--- config.mk ---
export PLATFORM = sky130hd
export DESIGN_NAME = posit_div_result_buf
export DESIGN_NICKNAME = d
export VERILOG_FILES = /design/src/rtl/posit_pau_pkg.sv /design/src/rtl/pau_sync_fifo.sv /design/src/rtl/posit_div_result_buf.sv
export SDC_FILE = /design/constraint.sdc
export NUM_CORES = 1
export LEC_CHECK = 0
export ABC_CLOCK_PERIOD_IN_PS = 3150
export CORE_UTILIZATION = 48
export DETAILED_ROUTE_END_ITERATION = 7
export PLACE_DENSITY = 0.76
export SYNTH_ARGS = -nofsm -noshare
export SYNTH_HDL_FRONTEND = slang
export SYNTH_SLANG_ARGS = --single-unit
--- constraint.sdc ---
create_clock -name clk -period 3.15 [get_ports clk]
set_input_delay 0.63 -clock clk [delete_from_list [all_inputs] [get_ports clk]]
set_output_delay 0.63 -clock clk [all_outputs]
set_load 0.01 [all_outputs]
--- src/rtl/posit_pau_pkg.sv ---
// Shared types and constant helpers for the posit arithmetic unit result path.
package posit_pau_pkg;

  localparam int unsigned PAU_N_DEF    = 16;
  localparam int unsigned PAU_TAGW_DEF = 4;

  // Canonical special posit words, right-aligned in 64 bits: NaR is the sign bit alone.
  function automatic logic [63:0] posit_special(input int unsigned n, input logic nar);
    return nar ? (64'd1 << (n - 1)) : 64'd0;
  endfunction

  function automatic int unsigned occ_width(input int unsigned depth);
    return $clog2(depth) + 1;
  endfunction

  typedef struct packed {
    logic [PAU_N_DEF-1:0]    data;
    logic                    inf;
    logic                    zero;
    logic [PAU_TAGW_DEF-1:0] tag;
  } pau_res_t;

endpackage

--- src/rtl/pau_sync_fifo.sv ---
// Generic show-ahead synchronous FIFO; head word is read straight from storage.
module pau_sync_fifo #(
  parameter int unsigned WIDTH = 8,
  parameter int unsigned DEPTH = 4
) (
  input  logic                     clk,
  input  logic                     rst,
  input  logic                     push_i,
  input  logic                     pop_i,
  input  logic [WIDTH-1:0]         wdata_i,
  output logic [WIDTH-1:0]         rdata_o,
  output logic                     full_o,
  output logic                     empty_o,
  output logic [$clog2(DEPTH):0]   count_o
);

  localparam int unsigned AW = $clog2(DEPTH);

  logic [WIDTH-1:0] mem_q [DEPTH];
  logic [AW-1:0]    wr_ptr_q, rd_ptr_q;
  logic [AW:0]      count_q, count_d;
  logic             do_push, do_pop;

  assign full_o  = (count_q == (AW + 1)'(DEPTH));
  assign empty_o = (count_q == '0);
  assign do_pop  = pop_i & ~empty_o;
  assign do_push = push_i & (~full_o | do_pop);

  always_comb begin
    count_d = count_q;
    if (do_push & ~do_pop) count_d = count_q + 1'b1;
    else if (do_pop & ~do_push) count_d = count_q - 1'b1;
  end

  always_ff @(posedge clk or posedge rst) begin
    if (rst) begin
      wr_ptr_q <= '0;
      rd_ptr_q <= '0;
      count_q  <= '0;
      for (int unsigned i = 0; i < DEPTH; i++) mem_q[i] <= '0;
    end else begin
      if (do_push) begin
        mem_q[wr_ptr_q] <= wdata_i;
        wr_ptr_q        <= wr_ptr_q + 1'b1;
      end
      if (do_pop) rd_ptr_q <= rd_ptr_q + 1'b1;
      count_q <= count_d;
    end
  end

  assign rdata_o = mem_q[rd_ptr_q];
  assign count_o = count_q;

endmodule

--- src/rtl/posit_div_result_buf.sv ---
// Posit divider result stage: canonicalise, buffer, handshake out, sticky flags.
// Event counters are built only when POSIT_DIV_RES_STATS_EN is defined.
module posit_div_result_buf
  import posit_pau_pkg::*;
#(
  parameter int unsigned N     = 16,
  parameter int unsigned DEPTH = 4,
  parameter int unsigned TAGW  = 4
) (
  input  logic                          clk,
  input  logic                          rst,
  input  logic                          div_done,
  input  logic [N-1:0]                  div_out,
  input  logic                          div_inf,
  input  logic                          div_zero,
  input  logic [TAGW-1:0]               div_tag,
  output logic                          in_ready,
  output logic                          res_valid,
  input  logic                          res_ready,
  output logic [N-1:0]                  res_data,
  output logic                          res_inf,
  output logic                          res_zero,
  output logic [TAGW-1:0]               res_tag,
  output logic [occ_width(DEPTH)-1:0]   occupancy,
  input  logic                          flag_clr,
  output logic                          sticky_nar,
  output logic                          sticky_zero,
  output logic                          sticky_ovf,
  output logic [15:0]                   nar_cnt,
  output logic [15:0]                   drop_cnt
);

  typedef struct packed {
    logic [N-1:0]    data;
    logic            inf;
    logic            zero;
    logic [TAGW-1:0] tag;
  } entry_t;

  localparam int unsigned EW       = $bits(entry_t);
  localparam logic [63:0] NAR_FULL = posit_special(N, 1'b1);
  localparam logic [N-1:0] NAR_W   = NAR_FULL[N-1:0];
  localparam logic [63:0] ZRO_FULL = posit_special(N, 1'b0);
  localparam logic [N-1:0] ZERO_W  = ZRO_FULL[N-1:0];

  entry_t         wr_entry, rd_entry;
  logic [EW-1:0]  fifo_rdata;
  logic           full, empty, push, pop, drop;
  logic           sticky_nar_q, sticky_nar_d;
  logic           sticky_zero_q, sticky_zero_d;
  logic           sticky_ovf_q, sticky_ovf_d;

  assign in_ready  = ~full | res_ready;
  assign res_valid = ~empty;
  assign push      = div_done & in_ready;
  assign pop       = res_valid & res_ready;
  assign drop      = div_done & ~in_ready;

  // NaR takes priority when the divider raises both flags.
  always_comb begin
    wr_entry.tag  = div_tag;
    wr_entry.inf  = div_inf;
    wr_entry.zero = ~div_inf & div_zero;
    if (div_inf)       wr_entry.data = NAR_W;
    else if (div_zero) wr_entry.data = ZERO_W;
    else               wr_entry.data = div_out;
  end

  pau_sync_fifo #(
    .WIDTH(EW),
    .DEPTH(DEPTH)
  ) u_fifo (
    .clk    (clk),
    .rst    (rst),
    .push_i (push),
    .pop_i  (pop),
    .wdata_i(wr_entry),
    .rdata_o(fifo_rdata),
    .full_o (full),
    .empty_o(empty),
    .count_o(occupancy)
  );

  assign rd_entry = entry_t'(fifo_rdata);
  assign res_data = rd_entry.data;
  assign res_inf  = rd_entry.inf;
  assign res_zero = rd_entry.zero;
  assign res_tag  = rd_entry.tag;

  always_comb begin
    sticky_nar_d  = (sticky_nar_q  & ~flag_clr) | (push & wr_entry.inf);
    sticky_zero_d = (sticky_zero_q & ~flag_clr) | (push & wr_entry.zero);
    sticky_ovf_d  = (sticky_ovf_q  & ~flag_clr) | drop;
  end

  always_ff @(posedge clk or posedge rst) begin
    if (rst) begin
      sticky_nar_q  <= 1'b0;
      sticky_zero_q <= 1'b0;
      sticky_ovf_q  <= 1'b0;
    end else begin
      sticky_nar_q  <= sticky_nar_d;
      sticky_zero_q <= sticky_zero_d;
      sticky_ovf_q  <= sticky_ovf_d;
    end
  end

  assign sticky_nar  = sticky_nar_q;
  assign sticky_zero = sticky_zero_q;
  assign sticky_ovf  = sticky_ovf_q;

`ifdef POSIT_DIV_RES_STATS_EN
  logic [15:0] nar_cnt_q, nar_cnt_d;
  logic [15:0] drop_cnt_q, drop_cnt_d;

  // Saturating counters; an increment in the clear cycle overrides the clear.
  always_comb begin
    nar_cnt_d  = nar_cnt_q;
    drop_cnt_d = drop_cnt_q;
    if (push & wr_entry.inf) begin
      if (nar_cnt_q != '1) nar_cnt_d = nar_cnt_q + 16'd1;
    end else if (flag_clr) begin
      nar_cnt_d = '0;
    end
    if (drop) begin
      if (drop_cnt_q != '1) drop_cnt_d = drop_cnt_q + 16'd1;
    end else if (flag_clr) begin
      drop_cnt_d = '0;
    end
  end

  always_ff @(posedge clk or posedge rst) begin
    if (rst) begin
      nar_cnt_q  <= '0;
      drop_cnt_q <= '0;
    end else begin
      nar_cnt_q  <= nar_cnt_d;
      drop_cnt_q <= drop_cnt_d;
    end
  end

  assign nar_cnt  = nar_cnt_q;
  assign drop_cnt = drop_cnt_q;
`else
  assign nar_cnt  = '0;
  assign drop_cnt = '0;
`endif

endmodule

==> summary.txt, run 1 <==
Outcome
  • Run status: finished clean

Cells and area
  • Nets: 402
  • Synth-to-layout area growth: 12.7%
  • Antenna cells: 0
  • Highest-count cells in the layout ignoring fill and taps: dfrtp_1 (97), mux2_4 (80), clkdlybuf4s50_1 (56), conb_1 (32), mux4_2 (22)
  • Most common library cell in the layout ignoring fill and taps: dfrtp_1
  • Final Cell Area: around 5800 sq um
  • Layout cell share with drive strength beyond 1: 36.9%
  • Core Util, Final: 56.1%

Place
  • Post-DP HPWL: 5.60 mm
  • GP Congestion: approximately 0.74
  • Placed cell area: 5550 sq um
  • Port bufs: 56

Flow run
  • Max-cap viol count: 0

Route
  • DRC: 0
  • Via count: between 2,000 and 3,000
  • Wire per inst: 17.6 microns
  • TritonRoute pass-1 iters: 4
  • Detailed-route vias per instance: slightly above 5
  • ANT nets after route: 0
  • Final WL: between 8 and 9 mm
  • 1st-iter DRT viols: approximately 120

Timing
  • Fin Setup TNS: 0 ns
  • Fin. max-slew vios: 0
  • Crit path time final: 2.77 ns
  • Tcrit/Tclk final: between 80% and 90%
  • Worst-margin pin slew: around 1.1 ns
  • Max Fclk: roughly 0.36 GHz
  • Final setup vio count: 0
  • Unrepaired setup endpoints after global routing: false
  • Hold Vio Cnt, Final: 0
  • Setup Skew: 0.00801 ns
  • Headroom to the max-slew limit: roughly a quarter

Die
  • # IOs: around 90
  • # rows: 37
  • Initial Util: 49.7%
  • Core box area: between 10,000 and 15,000 sq um
  • Die span in x: ~110 microns
  • Die H: ~110 microns
  • Die ar.: ~11,000 sq um

GRT
  • Largest net degree at the start of global routing: 71
  • Remaining Overflow, GRT: 0
  • Overall Global Routing Usage: about 18%
  • Number of global-route vias before repair: 2,814
  • Initial antenna violation count: 0
  • First-pass GRT wire length: between 15 and 20 mm

Clock tree
  • TritonCTS clock tree: built
  • Clk_lat worst skew: about 0.35 ns
  • Clk sinks: 98
  • Clk slew on worst S/H paths: approximately 0.090 ns
  • Max H-tree Level: 3
  • Post_cts resized: 0
  • Setup bufs post-CTS: 0
  • Root buffer cell: clkbuf_8
  • CTS Buf Count: 9
  • Clock Path Buffers: 2
  • Hold buffers post-CTS: 0

Critical path
  • CP max stage delay: around 0.54 ns
  • Req. time, crit path: 2.52 ns
  • Reg2reg end: u_fifo.count_o[1]
  • Startpoint types: primary input
  • Kind of critical path: primary input to output pin
  • Top delay family on crit path: buffers and inverters
  • Worst reg-to-reg setup slack: a little under 0.8 ns
  • WP depth: 3
  • Critical path buffer and inverter count: 2
  • Crit path cell chain: clkdlybuf4s50_1, or4b_1, clkdlybuf4s50_1
  • Crit path DAT: roughly 2.1 ns
  • Reg2reg start: u_fifo.count_o[0]
  • Worst Setup EP: in_ready
  • Worst Path Max Fanout: 3
  • Crit-path slowest cell: or4b_1
  • Critical path startpoint: res_ready
  • Critical Path End Type: output pin
  • Worst r2r path cells: 7
  • Most used cell, CP: clkdlybuf4s50_1

Min path
  • Min-delay src: u_fifo.mem_q[32]
  • Worst Hold Class: flop to flop

Yosys
  • Ys Warns: 0
  • Synth Register Bits: around 100
  • Gate Count Post-Synth: 317
  • Synthesized area per cell: roughly 16 sq um
  • Netlist cell types: 25
  • Netlist Area Pre-Place: 5130 sq um
  • Sequential fraction of the synthesis area: between 40% and 50%

Power and ir drop
  • Maximum vdd drop: 0.395 mV
  • Pwr Density: 1030 nW/um^2
  • Leakage power: 0.00264 uW
==> worst min path at each step <==
stage / end / slack, ns / cells after the start
4_1_cts: u_fifo.rd_ptr_q[0] / 0.51 / 1
3_5_place_dp: u_fifo.mem_q[85] / 0.49 / 1
3_3_place_gp: u_fifo.mem_q[4] / 0.49 / 1
6_report: u_fifo.mem_q[32] / 0.51 / 1
2_1_floorplan: u_fifo.mem_q[41] / 0.48 / 1
5_1_grt: u_fifo.mem_q[5] / 0.52 / 1
==> worst reg2reg max path, stage by stage (launching register included) <==
cell	delay, ns
dfrtp_1	0.45
or4b_1	0.61
nand2_1	0.18
inv_1	0.07
ha_1	0.20
inv_1	0.07
fa_1	0.40
mux2_2	0.26
==> metrics by stage <==
stage | power, uW | hold slack [ns] | cells | worst slack, ns
detailed placement | 5060 | 0.490 | 494 | 0.234
global placement | 4980 | 0.485 | 494 | 0.264
CTS | 6030 | 0.510 | 510 | 0.371
floorplan | 4300 | 0.475 | 348 | 0.691
global route | 6320 | 0.521 | 510 | 0.330
finish | 5970 | 0.510 | 510 | 0.383
==> final cells by class <==
cell class | instances | area, sq um
clock buffer | 11 | 131
clock inverter | 5 | 103
fill | 801 | 4540
inverter | 11 | 45.0
multi-input combinational | 188 | 2270
sequential | 98 | 2450
tap | 136 | 170
timing repair buffer | 61 | 611
==> flip-flops by register name, summed over array words and instances, names as in the netlist <==
register / cells
sticky_nar: 1
sticky_ovf: 1
sticky_zero: 1
u_fifo.count_o: 3
u_fifo.mem_q: 88
u_fifo.rd_ptr_q: 2
u_fifo.wr_ptr_q: 2
==> per-layer routing <==
metal	vias up	global-route usage, %	part of all wire (%)
met1	1353	24.3	47
li1	1148	-	-
met2	62	28.3	48
met5	-	0	0
met4	0	4.83	1.3
met3	8	4.33	4.0
==> cells by family (layout without fill, tap and decap cells) <==
kind of cell    count (synthesis)  count (layout)  synth area share, %
flops                          98              98                 47.8
fa+ha+maj                       6               6                 1.61
other cells                     1              32               0.0730
buf+inv                        62              88                 10.2
xor+xnor                        6               6                 1.02
mux                           112             112                 35.2
simple gates                   28              28                 3.66
compound gates                  4               4                0.439
==> cell usage after synthesis, drive strengths merged <==
master | number | area, sq um
xnor2 | 4 | 35.0
nor2b | 1 | 6.26
and3 | 4 | 45.0
dfrtp | 98 | 2450
and2 | 15 | 93.8
fa | 1 | 20.0
buf | 47 | 467
conb | 1 | 3.75
mux2 | 90 | 1310
nor2 | 2 | 7.51
o21ai | 2 | 10.0
o22ai | 2 | 12.5
nand3 | 2 | 10.0
xor2 | 2 | 17.5
or3 | 1 | 7.51
mux4 | 22 | 495
ha | 5 | 62.6
clkbuf | 4 | 15.0
or4b | 1 | 10.0
inv | 11 | 41.3
nand2 | 2 | 7.51
==> power by group <==
part / internal, uW / switching, uW
clock: 527 / 417
combinational: 1810 / 950
sequential: 1890 / 375
Power figures use the tool's default switching activity.
==> inputs of run 2 (changes only) <==
--- a/config.mk
+++ b/config.mk
@@ -6,6 +6,7 @@
 export NUM_CORES = 1
 export LEC_CHECK = 0
 export ABC_CLOCK_PERIOD_IN_PS = 3150
+export CAP_MARGIN = 10
 export CORE_UTILIZATION = 48
 export DETAILED_ROUTE_END_ITERATION = 7
 export PLACE_DENSITY = 0.76
==> results of run 2 <==
The final DEF is identical to that of run 1; final timing and power are the same.
==> inputs of run 3 (changes only) <==
--- a/config.mk
+++ b/config.mk
@@ -7,9 +7,10 @@
 export LEC_CHECK = 0
 export ABC_CLOCK_PERIOD_IN_PS = 3150
 export CAP_MARGIN = 10
-export CORE_UTILIZATION = 48
+export CORE_UTILIZATION = 47
 export DETAILED_ROUTE_END_ITERATION = 7
-export PLACE_DENSITY = 0.76
+export PLACE_DENSITY = 0.87
 export SYNTH_ARGS = -nofsm -noshare
 export SYNTH_HDL_FRONTEND = slang
+export SYNTH_HIERARCHICAL = 1
 export SYNTH_SLANG_ARGS = --single-unit
==> summary.txt, run 3 <==
Outcome
  • Run status: finished clean

Clock tree
  • Root buffer cell: clkbuf_8
  • CTS Buf Count: 9 (unchanged)
  • Post_cts resized: 0 (unchanged)
  • TritonCTS clock tree: built
  • Clk_lat worst skew: 0.37 ns (+0.02 ns)
  • Max H-tree Level: 3 (unchanged)
  • Clk sinks: 98 (unchanged)
  • Clk slew on worst S/H paths: 0.09 ns (about the same)
  • Clock Path Buffers: 2 (unchanged)
  • Setup bufs post-CTS: 0 (unchanged)
  • Hold buffers post-CTS: 0 (unchanged)

Power and ir drop
  • Pwr Density: 950 nW/um^2 (-7.8%)
  • Maximum vdd drop: 0.366 mV (-7.3%)
  • Leakage power: 0.00253 uW (-4.3%)

Critical path
  • Critical Path End Type: flop
  • Worst Path Max Fanout: 6 (+3)
  • Critical path buffer and inverter count: 1 (-1)
  • Kind of critical path: flop to flop
  • Top delay family on crit path: simple AND/OR/NAND/NOR gates
  • Startpoint types: flop
  • Req. time, crit path: 3.40 ns (+0.88 ns)
  • Reg2reg start: u_fifo/count_o[0]
  • Crit-path slowest cell: dfrtp_1
  • CP max stage delay: 0.50 ns (-0.04 ns)
  • Crit path cell chain: nor3_1, nor2b_1, nor4b_4, and2b_2, ha_1, inv_1, fa_1, mux2_2
  • Crit path DAT: 3.09 ns (+0.95 ns)
  • Critical path startpoint: u_fifo/count_o[0]

Die
  • # IOs: 89 (unchanged)
  • # rows: 36 (-2.7%)
  • Die H: 103 microns (-2.3%)
  • Core box area: 9820 sq um (-4.9%)
  • Die ar.: 10,600 sq um (-4.5%)
  • Die span in x: 103 microns (-2.3%)
  • Initial Util: 48.8% (-0.90 points)

Cells and area
  • Core Util, Final: 56.9% (+0.84 points)
  • Largest Register: u_fifo/mem_q
  • Layout cell share with drive strength beyond 1: 42.0% (+5.1 points)
  • Fill cells: 773 (-3.5%)
  • Synth-to-layout area growth: 16.5%
  • Final Cell Area: 5590 sq um (-3.5%)
  • Flip-flop count of the largest register after layout: 88 (unchanged)
  • Nets: 414 (+3.0%)
  • Highest-count cells in the layout ignoring fill and taps: dfrtp_1 (98), mux2_2 (90), clkdlybuf4s50_1 (56), conb_1 (32), mux4_2 (22)
  • Most common library cell in the layout ignoring fill and taps: dfrtp_1
  • Antenna cells: 0 (unchanged)

Timing
  • Fin Setup TNS: 0 ns (unchanged)
  • Headroom to the max-slew limit: 47.2% (+21 points)
  • Worst-margin pin slew: 0.791 ns (-0.310 ns)
  • WHS: 0.485 ns (-0.0254 ns)
  • Setup Skew: 0.0121 ns (+0.00406 ns)
  • Tcrit/Tclk final: 90.2% (+2.4 points)
  • Unrepaired setup endpoints after global routing: false
  • Fin. max-slew vios: 0 (unchanged)
  • Crit path time final: 2.84 ns (+0.0743 ns)
  • Final setup vio count: 0 (unchanged)
  • Hold Vio Cnt, Final: 0 (unchanged)
  • Max Fclk: 0.352 GHz (-2.6%)

Route
  • DRC: 0 (unchanged)
  • TritonRoute pass-1 iters: 4 (unchanged)
  • Detailed-route vias per instance: 5.09 (+0.94%)
  • Wire per inst: 17.0 microns (-3.0%)
  • ANT nets after route: 0 (unchanged)
  • 1st-iter DRT viols: 101 (-17%)
  • Via count: 2,641 (+2.7%)
  • Final WL: 8.84 mm (-1.3%)

Yosys
  • Area leader, netlist: dfrtp_1
  • Gate Count Post-Synth: 317 (unchanged)
  • Synth Register Bits: 98 (unchanged)
  • Netlist cell types: 31 (+24%)
  • Synth cell count leaders: dfrtp_1 (98), mux2_2 (90), buf_4 (32)
  • Async SR Flop Fraction: 100% (unchanged)
  • Synth Area in Adders: 1.72% (+0.11 points)
  • Synth top area share: 51.1% (+3.4 points)
  • Largest family of logic cells by synthesized area: multiplexers
  • Post-synthesis compound-gate area fraction: 0.809% (+0.37 points)
  • Cell with the most instances after synthesis: dfrtp_1
  • Multiplexer area fraction after synthesis: 31.5% (-3.8 points)
  • Main synth FF type: dfrtp_1
  • Netlist Area Pre-Place: 4790 sq um (-6.6%)
  • Sequential fraction of the synthesis area: 51.1% (+3.4 points)
  • Largest cells by area after synthesis: dfrtp_1 (51%), mux2_2 (21%), mux4_2 (10%)
  • Ys Warns: 6 (+6)
  • Synthesized area per cell: 15.1 sq um (-6.6%)
  • Post-synthesis xor/xnor area fraction: 1.10% (+0.072 points)
  • Synth Area in Simple Gates: 5.38% (+1.7 points)
  • Post-synth EDFFs: 0 (unchanged)

GRT
  • Number of global-route vias before repair: 2,826 (+0.43%)
  • Initial antenna violation count: 0 (unchanged)
  • Remaining Overflow, GRT: 0 (unchanged)
  • Largest net degree at the start of global routing: 52 (-27%)
  • Overall Global Routing Usage: 18.7% (+0.94 points)
  • First-pass GRT wire length: 14.6 mm (-3.3%)

Place
  • Port bufs: 56 (unchanged)
  • GP Congestion: 0.781 (+5.2%)
  • Post-DP HPWL: 6.10 mm (+8.9%)
  • Placed cell area: 5390 sq um (-3.0%)

Flow run
  • Max-cap viol count: 0 (unchanged)

Min path
  • Worst Hold Class: primary input to async pin
## run 3: cell type report
cell class | instances | area (sq um) | area share [%]
Inverter | 9 | 35.0 | 0.627
Clock buffer | 13 | 179 | 3.20
Timing Repair Buffer | 68 | 663 | 11.9
Sequential cell | 98 | 2450 | 43.9
Tap cell | 133 | 166 | 2.98
Multi-Input combinational cell | 195 | 2070 | 37.1
Clock inverter | 3 | 21.3 | 0.381
## run 3: kinds of logic after synthesis
kind of cell	count (synthesis)
and+or+nand+nor	35
muxes	112
other	1
AOI/OAI and AO/OA	4
DFF	98
adders and majority gates	6
buffers and inverters	55
xor gates and xnor gates	6
## run 3: metal layers
layer	vias up	GRT usage [%]	part of all wire [%]
met2	61	31.8	53
met3	8	3.39	2.8
met4	0	6.28	1.1
li1	1180	-	-
met1	1392	24.3	44
met5	-	0	0
## run 3: final timing paths
path / endpoint / slack [ns] / cells past startpoint
hold reg to reg: sticky_ovf / 0.50 / 1
setup / recovery: u_fifo/count_o[1] / 0.31 / 8
min in group clk: sticky_ovf / 0.50 / 1
max in group asynchronous: u_fifo/rd_ptr_q[1] / 1.67 / 3
setup reg to reg: u_fifo/count_o[1] / 0.31 / 8
hold / removal: sticky_zero / 0.48 / 2
## run 3: through the flow
stage	power, uW	worst slack, ns	instances
6_report	5310	0.309	519
2_1_floorplan	3690	0.0430	348
3_3_place_gp	4440	0.155	503
3_5_place_dp	4570	0.0605	503
5_1_grt	5650	0.0441	519
4_1_cts	5370	0.312	519
## run 3: power breakdown
group	internal [uW]	total, uW	switching [uW]
clock	374	794	420
combinational	1460	2390	924
sequential	1810	2130	323
total	3640	5310	1670
